$ cat src/rtl/uart_rx_if.sv
// rtl/uart_rx_if.sv - signal bundle between the UART receiver and its pin/consumer side
// Purpose : groups the serial input and the parallel byte/status outputs of uart_rx_fsm.
// Signals : i_rx         serial line, idles high
//           o_rx_data    last correctly framed byte
//           o_rx_valid   one-cycle pulse when o_rx_data updates
//           o_frame_err  one-cycle pulse when the stop bit samples 0
//           o_busy       high whenever the receiver is not idle
//           o_parity_err one-cycle pulse on even-parity mismatch (only with UART_RX_PARITY_EN)
// Modports: slave  - receiver side (drives the outputs)
//           master - pin driver / byte consumer side
// Macro   : UART_RX_PARITY_EN adds o_parity_err.
interface uart_rx_if;
    logic       i_rx;
    logic [7:0] o_rx_data;
    logic       o_rx_valid;
    logic       o_frame_err;
    logic       o_busy;
`ifdef UART_RX_PARITY_EN
    logic       o_parity_err;

    modport slave  (input i_rx, output o_rx_data, o_rx_valid, o_frame_err, o_busy, o_parity_err);
    modport master (output i_rx, input o_rx_data, o_rx_valid, o_frame_err, o_busy, o_parity_err);
`else
    modport slave  (input i_rx, output o_rx_data, o_rx_valid, o_frame_err, o_busy);
    modport master (output i_rx, input o_rx_data, o_rx_valid, o_frame_err, o_busy);
`endif
endinterface

$ cat src/rtl/uart_rx_fsm.sv
// rtl/uart_rx_fsm.sv - 8N1 UART receiver with mid-bit sampling
// Purpose : deserialises an asynchronous serial line (start 0, 8 data bits LSB first,
//           optional even parity bit, stop 1) into a parallel byte.
// Ports   : clk    system clock, rising edge
//           rst_n  asynchronous active-low reset
//           rx_if  uart_rx_if.slave (i_rx in; o_rx_data, o_rx_valid, o_frame_err,
//                  o_busy and, with parity, o_parity_err out)
// Macro   : UART_RX_PARITY_EN inserts a PARITY state after D7 and enables o_parity_err.
module uart_rx_fsm #(
    parameter int CLK_FREQ  = 50_000_000,
    parameter int BAUD_RATE = 115200
) (
    input  logic     clk,
    input  logic     rst_n,
    uart_rx_if.slave rx_if
);
    localparam int CLKS_PER_BIT = CLK_FREQ / BAUD_RATE;
    localparam int HALF_BIT     = CLKS_PER_BIT / 2;
    localparam int CNT_W        = $clog2(CLKS_PER_BIT);
    localparam logic [CNT_W-1:0] CNT_LAST = CNT_W'(CLKS_PER_BIT - 1);
    localparam logic [CNT_W-1:0] CNT_HALF = CNT_W'(HALF_BIT - 1);

`ifdef UART_RX_PARITY_EN
    typedef enum logic [2:0] {S_IDLE, S_START, S_DATA, S_PARITY, S_STOP} state_t;
`else
    typedef enum logic [2:0] {S_IDLE, S_START, S_DATA, S_STOP} state_t;
`endif

    state_t           r_state;
    state_t           w_next_state;
    logic             r_rx_meta;
    logic             r_rx_s;
    logic             r_rx_d;
    logic [CNT_W-1:0] r_baud_cnt;
    logic [2:0]       r_bit_idx;
    logic [7:0]       r_shift;
    logic [7:0]       r_rx_data;
    logic             r_rx_valid;
    logic             r_frame_err;
    logic             r_parity_err;
    logic             w_start_edge;
    logic             w_sample;
    logic             w_shift_en;
    logic             w_load;
    logic             w_frame_err;
    logic             w_parity_err;
`ifdef UART_RX_PARITY_EN
    logic             r_par_bit;
    logic             w_par_en;
`endif

    assign w_start_edge = r_rx_d & ~r_rx_s;

    // Synchroniser resets high so an idle line produces no false start edge.
    always_ff @(posedge clk or negedge rst_n) begin
        if (!rst_n) begin
            r_rx_meta <= 1'b1;
            r_rx_s    <= 1'b1;
            r_rx_d    <= 1'b1;
        end else begin
            r_rx_meta <= rx_if.i_rx;
            r_rx_s    <= r_rx_meta;
            r_rx_d    <= r_rx_s;
        end
    end

    always_ff @(posedge clk or negedge rst_n) begin
        if (!rst_n) r_state <= S_IDLE;
        else        r_state <= w_next_state;
    end

    always_comb begin
        w_next_state = r_state;
        w_sample     = 1'b0;
        w_shift_en   = 1'b0;
        w_load       = 1'b0;
        w_frame_err  = 1'b0;
        w_parity_err = 1'b0;
`ifdef UART_RX_PARITY_EN
        w_par_en     = 1'b0;
`endif
        case (r_state)
            S_IDLE: begin
                if (w_start_edge) w_next_state = S_START;
            end
            S_START: begin
                // A line that is high again at the start-bit centre was only a glitch.
                if (r_baud_cnt == CNT_HALF) begin
                    w_sample     = 1'b1;
                    w_next_state = r_rx_s ? S_IDLE : S_DATA;
                end
            end
            S_DATA: begin
                if (r_baud_cnt == CNT_LAST) begin
                    w_sample   = 1'b1;
                    w_shift_en = 1'b1;
                    if (r_bit_idx == 3'd7) begin
`ifdef UART_RX_PARITY_EN
                        w_next_state = S_PARITY;
`else
                        w_next_state = S_STOP;
`endif
                    end
                end
            end
`ifdef UART_RX_PARITY_EN
            S_PARITY: begin
                if (r_baud_cnt == CNT_LAST) begin
                    w_sample     = 1'b1;
                    w_par_en     = 1'b1;
                    w_next_state = S_STOP;
                end
            end
`endif
            S_STOP: begin
                // Returning to IDLE at the stop-bit centre leaves half a bit to catch
                // the next start edge of a back-to-back frame.
                if (r_baud_cnt == CNT_LAST) begin
                    w_sample     = 1'b1;
                    w_next_state = S_IDLE;
                    w_frame_err  = ~r_rx_s;
`ifdef UART_RX_PARITY_EN
                    w_parity_err = ^{r_shift, r_par_bit};
`endif
                    w_load       = r_rx_s & ~w_parity_err;
                end
            end
            default: w_next_state = S_IDLE;
        endcase
    end

    always_ff @(posedge clk or negedge rst_n) begin
        if (!rst_n) begin
            r_baud_cnt   <= '0;
            r_bit_idx    <= 3'd0;
            r_shift      <= 8'h00;
            r_rx_data    <= 8'h00;
            r_rx_valid   <= 1'b0;
            r_frame_err  <= 1'b0;
            r_parity_err <= 1'b0;
        end else begin
            if (r_state == S_IDLE || w_sample || w_next_state != r_state)
                r_baud_cnt <= '0;
            else
                r_baud_cnt <= r_baud_cnt + 1'b1;

            if (r_state != S_DATA) r_bit_idx <= 3'd0;
            else if (w_shift_en)   r_bit_idx <= r_bit_idx + 3'd1;

            // LSB arrives first, so shifting right leaves D0 in bit 0 after eight bits.
            if (w_shift_en) r_shift <= {r_rx_s, r_shift[7:1]};

            if (w_load) r_rx_data <= r_shift;
            r_rx_valid   <= w_load;
            r_frame_err  <= w_frame_err;
            r_parity_err <= w_parity_err;
        end
    end

`ifdef UART_RX_PARITY_EN
    always_ff @(posedge clk or negedge rst_n) begin
        if (!rst_n)        r_par_bit <= 1'b0;
        else if (w_par_en) r_par_bit <= r_rx_s;
    end

    assign rx_if.o_parity_err = r_parity_err;
`endif

    assign rx_if.o_rx_data   = r_rx_data;
    assign rx_if.o_rx_valid  = r_rx_valid;
    assign rx_if.o_frame_err = r_frame_err;
    assign rx_if.o_busy      = (r_state != S_IDLE);

endmodule

$ cat src/flat_wrapper.sv
// flat-port wrapper written by rule: the top's interface ports become plain ports
module uart_rx_fsm_flat 
#(
    parameter int CLK_FREQ  = 50_000_000,
    parameter int BAUD_RATE = 115200
)
  (clk, rst_n, rx_if_i_rx, rx_if_o_rx_data, rx_if_o_rx_valid, rx_if_o_frame_err, rx_if_o_busy);
  uart_rx_if rx_if_i ();
  input  logic clk;
  input  logic rst_n;
  input wire logic [$bits(rx_if_i.i_rx)-1:0] rx_if_i_rx;
  output wire logic [$bits(rx_if_i.o_rx_data)-1:0] rx_if_o_rx_data;
  output wire logic [$bits(rx_if_i.o_rx_valid)-1:0] rx_if_o_rx_valid;
  output wire logic [$bits(rx_if_i.o_frame_err)-1:0] rx_if_o_frame_err;
  output wire logic [$bits(rx_if_i.o_busy)-1:0] rx_if_o_busy;
  assign rx_if_i.i_rx = rx_if_i_rx;
  assign rx_if_o_rx_data = rx_if_i.o_rx_data;
  assign rx_if_o_rx_valid = rx_if_i.o_rx_valid;
  assign rx_if_o_frame_err = rx_if_i.o_frame_err;
  assign rx_if_o_busy = rx_if_i.o_busy;
  uart_rx_fsm #(.CLK_FREQ(CLK_FREQ), .BAUD_RATE(BAUD_RATE)) u_core (.clk(clk), .rst_n(rst_n), .rx_if(rx_if_i));
endmodule
$ cat config.mk
export PLATFORM = sky130hd
export DESIGN_NAME = uart_rx_fsm_flat
export DESIGN_NICKNAME = d
export VERILOG_FILES = /design/src/rtl/uart_rx_if.sv /design/src/rtl/uart_rx_fsm.sv /design/src/flat_wrapper.sv
export SDC_FILE = /design/constraint.sdc
export NUM_CORES = 1
export LEC_CHECK = 0
export ABC_AREA = 1
export CELL_PAD_IN_SITES_DETAIL_PLACEMENT = 1
export CELL_PAD_IN_SITES_GLOBAL_PLACEMENT = 2
export CORE_MARGIN = 10
export CORE_UTILIZATION = 37
export CTS_CLUSTER_SIZE = 40
export DETAILED_ROUTE_END_ITERATION = 8
export GPL_TIMING_DRIVEN = 0
export PLACE_DENSITY = 0.8
export SYNTH_ARGS = -nofsm -noshare
export SYNTH_HDL_FRONTEND = slang
export SYNTH_SLANG_ARGS = --single-unit
$ cat constraint.sdc
create_clock -name clk -period 2.7 [get_ports clk]
set_input_delay 0.675 -clock clk [delete_from_list [all_inputs] [get_ports clk]]
set_output_delay 0.675 -clock clk [all_outputs]
set_load 0.02 [all_outputs]
==> run summary <==
CP endpoint kind - primary output
footprint of the multi-input gates - 656 sq um
Worst-Skew Late Latency - 0.29 ns
sw frac - 21.2%
VDD IR max - 0.222 mV
Setup TNS - 0 ns
TritonCTS clock tree - done
status - finished, final reports clean
I/O pins - 14
clk buf depth - 2
synthesized net count - 195
Die ar. - 0.00752 sq mm
share of cells above drive strength 1 - 11.1%
CP top delay family - buffers and inverters
share of the synthesized area in the top cell type - 50.2%
overall routing resource usage - 10.8%
WL/cell - 14.5 um
# clock sinks - 36
Reg power frac - 55.2%
clk slew on worst S/H paths - 0.07 ns
Crit Path Class - reg -> out
Area after DPL - 0.00184 sq mm
drt first pass iters - 4
Critical Path Max Stage Delay - 0.61 ns
Vias - 1242
global route overflow - 0
Slowest cell on crit path - clkdlybuf4s50_1
worst hold slack - 0.361 ns
Gate power share - 2.8%
P_sw - 0.000212 W
first-pass GRT wire length - 6510 um
post-CTS sizing - 0
Worst Setup EP - rx_if_o_busy
Syn Std Cell Area - 0.00165 sq mm
Area contributors post-synth - dfrtp_1 (50%), nand2_1 (13%), nand3_1 (5.2%)
Clk pwr share - 42.0%
placed wire-length estimate - 2800 um
Cell Int Power - 0.000786 W
Slew Viols, Final - 0
fin area - 0.00194 sq mm
antenna violations before repair - 0
minimum clock period - 2.16 ns
vias per inst - 4.78
Critical Path Fanout Max - 4
fin crit share - 79.8%
crit path launch - u_core.r_state[2]$_DFF_PN0_
Seq. cell area - 905 sq um
vias in the first global route - 1370
Core Region - 0.00432 sq mm
CP Buf/Inv Count - 2
DRT iter0 DRCs - 50
Placer Congestion - 0.755
Final Hold Viols - 0
RR Startpoint - u_core.r_baud_cnt[0]$_DFF_PN0_
Max Fclk - 464 MHz
ANT cells - 0
Max Cap Violations - 0
Initial Util - 38.1%
RSZ-0062 raised after global routing - false
R2R cell count - 7
Syn Inst Count - 187
post-route ant nets - 0
Critical Path AT - 1.48 ns
Clock Skews - 0.00593 ns
Least-Margin Pin Slew - 0.796 ns
setup violators final - 0
cell chain of the critical path - inv_1 -> nand3_1 -> clkdlybuf4s50_1
fillers - 519
mean post-synth cell area - 8.81 sq um
post-synthesis sequential area ratio - 54.9%
htree depth - 2
Area Growth Syn to Fin - 17.6%
worst reg2reg endpoint - u_core.r_baud_cnt[1]$_DFF_PN0_
Num CTS Buffers - 5
flop-to-flop setup slack - 1.16 ns
Synth area leader - dfrtp_1
drt drc - 0
Layout Nets - 215
largest net degree at the start of global routing - 37
Yosys warnings - 0
Post-CTS Setup Bufs - 0
#FFs+latches synth - 36
die height - 86.7 um
final WL - 3760 um
CP required - 2.03 ns
row cnt - 24
Post-CTS Hold Buffers - 0
Die Wd - 86.7 um
Cell variety after synth - 24
Hold/Removal Path Class - reg -> reg
total power - 0.000998 W
instance count on the critical path - 3
Slew headroom - 46.9%
PortBufs - 13
Pleak - 0.947 nW
CP startpoint kind - flop
Root Buffer - clkbuf_8
Power Density - 515 mW/mm^2
==> how the worst min path moves through the flow <==
stage | from | to | slack [ns] | cells after the start
2_1_floorplan | u_core.r_rx_meta$_DFF_PN1_ | u_core.r_rx_s$_DFF_PN1_ | 0.35 | 0
3_3_place_gp | u_core.r_rx_meta$_DFF_PN1_ | u_core.r_rx_s$_DFF_PN1_ | 0.35 | 0
3_5_place_dp | u_core.r_rx_meta$_DFF_PN1_ | u_core.r_rx_s$_DFF_PN1_ | 0.35 | 0
4_1_cts | u_core.r_rx_meta$_DFF_PN1_ | u_core.r_rx_s$_DFF_PN1_ | 0.36 | 0
5_1_grt | u_core.r_rx_meta$_DFF_PN1_ | u_core.r_rx_s$_DFF_PN1_ | 0.37 | 0
6_report | u_core.r_rx_meta$_DFF_PN1_ | u_core.r_rx_s$_DFF_PN1_ | 0.36 | 0
==> state kept, by name, indices dropped and copies added, names as in the netlist <==
name                      cells
u_core.r_baud_cnt             9
u_core.r_rx_d                 1
u_core.rx_if.o_frame_err      1
u_core.r_state                3
u_core.r_rx_s                 1
u_core.r_shift                8
u_core.r_bit_idx              3
u_core.rx_if.o_rx_valid       1
u_core.rx_if.o_rx_data        8
u_core.r_rx_meta              1
==> stage by stage <==
| stage | util (%) | cells | setup slack [ns] |
|---|---|---|---|
| after floorplan | - | 187 | 1.36 |
| after global placement | 42.6 | 252 | 0.164 |
| after detailed placement | 42.5 | 252 | 0.840 |
| after CTS | 44.8 | 260 | 0.523 |
| after global routing | 44.8 | 260 | 0.444 |
| final | 44.8 | 260 | 0.544 |
==> final cells by class <==
| type | instances | area share, % |
|---|---|---|
| multi-input cells | 130 | 33.9 |
| clock buffers | 8 | 5.17 |
| well taps | 52 | 3.36 |
| repair buffers | 13 | 6.46 |
| inverters | 20 | 3.88 |
| flip-flops and latches | 36 | 46.7 |
| plain buffers | 1 | 0.581 |
==> Yosys cell counts, drive strengths merged <==
library cell  instances
a21boi                1
a21oi                10
buf                   1
conb                  1
dfrtp                33
dfstp                 3
ha                    5
inv                  20
nand2                62
nand3                18
nor2                 15
nor3                  5
o21ai                10
xnor2                 1
xor2                  2
==> kinds of logic (layout without fill, tap and decap cells) <==
group | Yosys count | after routing | synth area share [%]
DFF | 36 | 36 | 54.9
AOI/OAI and AO/OA | 21 | 21 | 6.53
buffers and inverters | 21 | 42 | 5.24
other | 1 | 1 | 0.228
and+or+nand+nor | 100 | 100 | 27.7
adders and majority gates | 5 | 5 | 3.80
xor gates and xnor gates | 3 | 3 | 1.60
==> cells in the final DEF, fill, tap and decap left out, drive strengths merged <==
cell type	count
nand2	62
dfrtp	33
inv	20
nand3	18
nor2	15
clkdlybuf4s50	12
a21oi	10
o21ai	10
clkbuf	8
ha	5
nor3	5
dfstp	3
xor2	2
buf	2
xnor2	1
a21boi	1
conb	1
==> power by group through the flow <==
stage / registers (W) / clock network [W] / logic [W]
after global routing: 0.000551 / 0.000461 / 0.0000326
after CTS: 0.000551 / 0.000431 / 0.0000294
after global placement: 0.000561 / 0 / 0.0000290
after floorplan: 0.000560 / 0 / 0.0000104
final: 0.000551 / 0.000420 / 0.0000277
after detailed placement: 0.000561 / 0 / 0.0000291
==> metal layers <==
layer	track usage (%)	vias up	share of wire (%)
met5	0	-	0
met4	3.98	0	1.4
met3	3.56	7	4.0
met2	15.8	16	44
met1	14.2	588	50
li1	-	631	-
Note: power is estimated with default switching activity, not from simulation.
==> RTL change 1 (config.mk and constraints unchanged) <==
`CLK_FREQ` is set to 50_000_000 in 2 places; all go to 12_500_000.
--- a/src/rtl/uart_rx_fsm.sv
+++ b/src/rtl/uart_rx_fsm.sv
@@ -8,5 +8,5 @@
 // Macro   : UART_RX_PARITY_EN inserts a PARITY state after D7 and enables o_parity_err.
 module uart_rx_fsm #(
-    parameter int CLK_FREQ  = 50_000_000,
+    parameter int CLK_FREQ  = 12_500_000,
     parameter int BAUD_RATE = 115200
 ) (
--- a/src/flat_wrapper.sv
+++ b/src/flat_wrapper.sv
@@ -2,5 +2,5 @@
 module uart_rx_fsm_flat 
 #(
-    parameter int CLK_FREQ  = 50_000_000,
+    parameter int CLK_FREQ  = 12_500_000,
     parameter int BAUD_RATE = 115200
 )
Formal check against the unedited RTL: same outputs for any inputs over 10 cycles, from zero or initial values and one cycle with rst_n low; that may be too few to reach the edited logic, so the function may still have changed.
==> RTL change 1 against the unedited design <==
Combinational power increased by 6%; die area decreased by 4.1%; design area decreased by 5.0%; clock skew decreased by 1.5 ps; synthesized cell count decreased by 10%; synthesized area decreased by 5.2%; wire length decreased by 9.8%; worst hold slack improved by 3.2 ps; highest routed layer unchanged; power decreased by 6.5%; sequential cell count decreased by 2; register-to-register slack got worse by 80 ps; setup slack improved by 21 ps.
==> RTL change 1: results (changes against the unedited design) <==
Outcome - complete, no violations (unchanged)
WL met1 - 1.57 mm (was 1.88 mm)
Synth unique cells - 29 (was 24)
Placed Instances - 231 (was 252)
Via/cell ratio - 4.87 (was 4.78)
Met2 WL - 1.68 mm (was 1.67 mm)
Clk pwr share - 0.411 (was 0.420)
Multi-input gate count - 114 (was 130)
Fillers - 489 (was 519)
Synthesized instance count - 168 (was 187)
Worst-Margin Slew - 765 ps (was 796 ps)
Clock net power - 0.384 mW (was 0.420 mW)
PD cells - 508 nW/um^2 (was 515 nW/um^2)
Final wirelength - 3.39 mm (was 3.76 mm)
Maximum vdd drop - 0.340 mV (was 0.222 mV)
Sequential area share after synthesis - 0.548 (was 0.549)
Pin count of the biggest net entering global routing - 35 (was 37)
Post-synthesis compound-gate area fraction - 0.0481 (was 0.0653)
Sw Share - 0.219 (was 0.212)
Placed wire-length estimate - 2.55 mm (was 2.80 mm)
Area of placed instances - 1750 sq um (was 1840 sq um)
Vias in the first global route - 1331 (was 1370)
Worst path arrival time - 1460 ps (was 1480 ps)
Met2 usage - 0.181 (was 0.158)
Dpl ws - 846 ps (was 840 ps)
Nets@finish - 195 (was 215)
Initial detailed-routing violation count - 62 (was 50)
Synth Cell Area - 1560 sq um (was 1650 sq um)
Flops & latches, synth - 34 (was 36)
Fin cells - 239 (was 260)
Adder-cell share of the synthesized area - 0.0321 (was 0.0380)
Share of cells above drive strength 1 - 0.159 (was 0.111)
Comb pwr - 0.0293 mW (was 0.0277 mW)
Sequential cell area share - 0.465 (was 0.467)
Non-clk bufs - 18 (was 14)
Layout clock area frac - 0.0497 (was 0.0517)
Wire length on met3 - 92 microns (was 151 microns)
Clk_buf instances - 7 (was 8)
RTL change 1: cell types whose count changed in the layout (fill, tap and decap cells not counted), moves of 3 or more:
cell     delta
a21oi_1     -3
nand2_1     -6
nor2_1      -5
nor3_1      -3
nand3_1     -7
inv_1       -6
nand4_1     +9
RTL change 1: path summary, 6_finish.rpt:
path,startpoint,to,slack (ps)
setup reg to reg,u_core.r_baud_cnt[0]$_DFF_PN0_,u_core.rx_if.o_rx_data[1]$_DFFE_PN0P_,1080
max in group asynchronous,rst_n,u_core.r_baud_cnt[1]$_DFF_PN0_,1760
hold reg to reg,u_core.r_rx_meta$_DFF_PN1_,u_core.r_rx_s$_DFF_PN1_,360
min in group asynchronous,rst_n,u_core.r_bit_idx[2]$_DFFE_PN0P_,460
setup / recovery,u_core.r_state[2]$_DFF_PN0_,rx_if_o_busy,560
hold / removal,u_core.r_rx_meta$_DFF_PN1_,u_core.r_rx_s$_DFF_PN1_,360
==> RTL change 2 (config.mk and constraints unchanged) <==
Without the edit above. The 4 states of `state_t` get a Gray code encoding in 2 bits.
--- a/src/rtl/uart_rx_fsm.sv
+++ b/src/rtl/uart_rx_fsm.sv
@@ -24,5 +24,5 @@
     typedef enum logic [2:0] {S_IDLE, S_START, S_DATA, S_PARITY, S_STOP} state_t;
 `else
-    typedef enum logic [2:0] {S_IDLE, S_START, S_DATA, S_STOP} state_t;
+    typedef enum logic [1:0] {S_IDLE = 2'b00, S_START = 2'b01, S_DATA = 2'b11, S_STOP = 2'b10} state_t;
 `endif
 
Behaviour: no difference found for any inputs over 10 cycles, from zero or initial values and one cycle with rst_n low; not proved beyond that.
==> RTL change 2 against the unedited design <==
Worst hold slack worse by 1.3 ps; setup slack worse by 33 ps; synthesized area is 1.5% higher; sequential cell count fell by 1; design area increased by 3.0%; wire length is 0.64% lower; first-iteration DRC count is 12% lower.
Power is not compared: it rests on default switching activity, and its combinational part moved more than twofold at a synthesized area within 25%.
==> RTL change 2: results (changes against the unedited design) <==
Outcome - complete, no violations (unchanged)
Share of cells above drive strength 1 - 0.130 (was 0.111)
First-pass GRT wire length - 6.40 mm (was 6.51 mm)
Ranking of synthesized cells by area - dfrtp_1, nand2_1, dfstp_2 (was dfrtp_1, nand2_1, nand3_1)
R2R Setup Slk - 1230 ps (was 1160 ps)
Worst path slowest cell - clkdlybuf4s50_1 (unchanged)
Met2 usage - 0.163 (was 0.158)
RR Startpoint - u_core.r_baud_cnt[1]$_DFF_PN0_ (was u_core.r_baud_cnt[0]$_DFF_PN0_)
Adder-cell share of the synthesized area - 0.0374 (was 0.0380)
Critical Path Source - u_core.r_state[1]$_DFF_PN0_ (was u_core.r_state[2]$_DFF_PN0_)
Pin count of the biggest net entering global routing - 36 (was 37)
Hold slack - 360 ps (was 361 ps)
Max reg flops - 9 (unchanged)
Sequential area share after synthesis - 0.526 (was 0.549)
Routed len/inst - 13.9 microns (was 14.5 microns)
Placed wire-length estimate - 2.79 mm (was 2.80 mm)
RR Endpoint - u_core.r_baud_cnt[7]$_DFF_PN0_ (was u_core.r_baud_cnt[1]$_DFF_PN0_)
Worst path arrival time - 1510 ps (was 1480 ps)
Initial detailed-routing violation count - 44 (was 50)
Nets@finish - 223 (was 215)
CP Max Fanout - 6 (was 4)
Grt met3 use - 0.0403 (was 0.0356)
GRT Overall Usage - 0.108 (about the same)
Fillers - 514 (was 519)
Cell Int Power - 1.03 mW
Vias in the first global route - 1335 (was 1370)
Net Count, Synth - 203 (was 195)
Post-synthesis compound-gate area fraction - 0.0404 (was 0.0653)
Synth unique cells - 23 (was 24)
Global placement routability congestion - 0.789 (was 0.755)
FF-to-FF path depth - 9 (was 7)
Pre-antenna DRT Iters - 4 (unchanged)
Synth Area in XOR/XNOR - 0.0157 (was 0.0160)
Avg Inst Size Synth - 8.57 sq um (was 8.81 sq um)
Slew HR - 0.468 (was 0.469)
Most frequent cells after synthesis - nand2_1, dfrtp_1, inv_1 (unchanged)
Via/cell ratio - 4.82 (was 4.78)
Placed Instances - 260 (was 252)
Max Freq - 457 MHz (was 464 MHz)
Post-CTS Resized - 0 (unchanged)
Fin cells - 268 (was 260)
Ant. Diodes - 0 (unchanged)
Layout Skew - 7.60 ps (was 5.93 ps)
Met1 usage in global routing - 0.137 (was 0.142)
Dpl ws - 830 ps (was 840 ps)
Mux contribution to synthesized area - 0 (unchanged)
Setup Buffers After CTS - 0 (unchanged)
==> RTL change 2: stage by stage <==
step	total power, mW	instance area, sq um
after CTS	1.46	1990
after detailed placement	0.892	1860
after floorplan	0.818	1670
after global routing	1.53	1990
after global placement	0.877	1870
final	1.43	1990
==> RTL change 2: how the worst max path moves through the flow <==
stage / to / cells after the start
floorplan: rx_if_o_busy / 2
global placement: u_core.r_bit_idx[1]$_DFFE_PN0P_ / 1
detailed placement: rx_if_o_busy / 3
CTS: rx_if_o_busy / 3
global route: rx_if_o_busy / 3
finish: rx_if_o_busy / 3
==> RTL change 2: cell families (layout without fill, tap and decap cells) <==
family / count (synthesis) / in the layout
buffers and inverters: 24 / 45
xor gates and xnor gates: 3 / 3
AOI/OAI and AO/OA: 13 / 13
and+or+nand+nor: 115 / 115
DFF: 35 / 35
adders and majority gates: 5 / 5
==> RTL change 2: routing by layer <==
metal,routed length [microns],vias up
li1,-,647
met1,1880,622
met2,1620,17
met3,182,7
met4,54,0
met5,0,-
==> RTL change 2: power groups by stage <==
stage                     logic (mW)  clock network (mW)  registers, mW
after floorplan                0.172                   0          0.646
after global placement         0.212                   0          0.665
after detailed placement       0.222                   0          0.670
after CTS                      0.224               0.576          0.660
after global routing           0.257               0.601          0.670
final                          0.219               0.555          0.660
==> RTL change 2: area by class of cell <==
class | count | area [sq um] | share of cell area
well taps | 52 | 65.1 | 0.0326
plain buffers | 3 | 23.8 | 0.0119
repair buffers | 13 | 125 | 0.0627
flip-flops and latches | 35 | 880 | 0.441
inverters | 21 | 78.8 | 0.0395
clock buffers | 6 | 72.6 | 0.0364
clock inverters | 2 | 60.1 | 0.0301
multi-input cells | 136 | 689 | 0.346
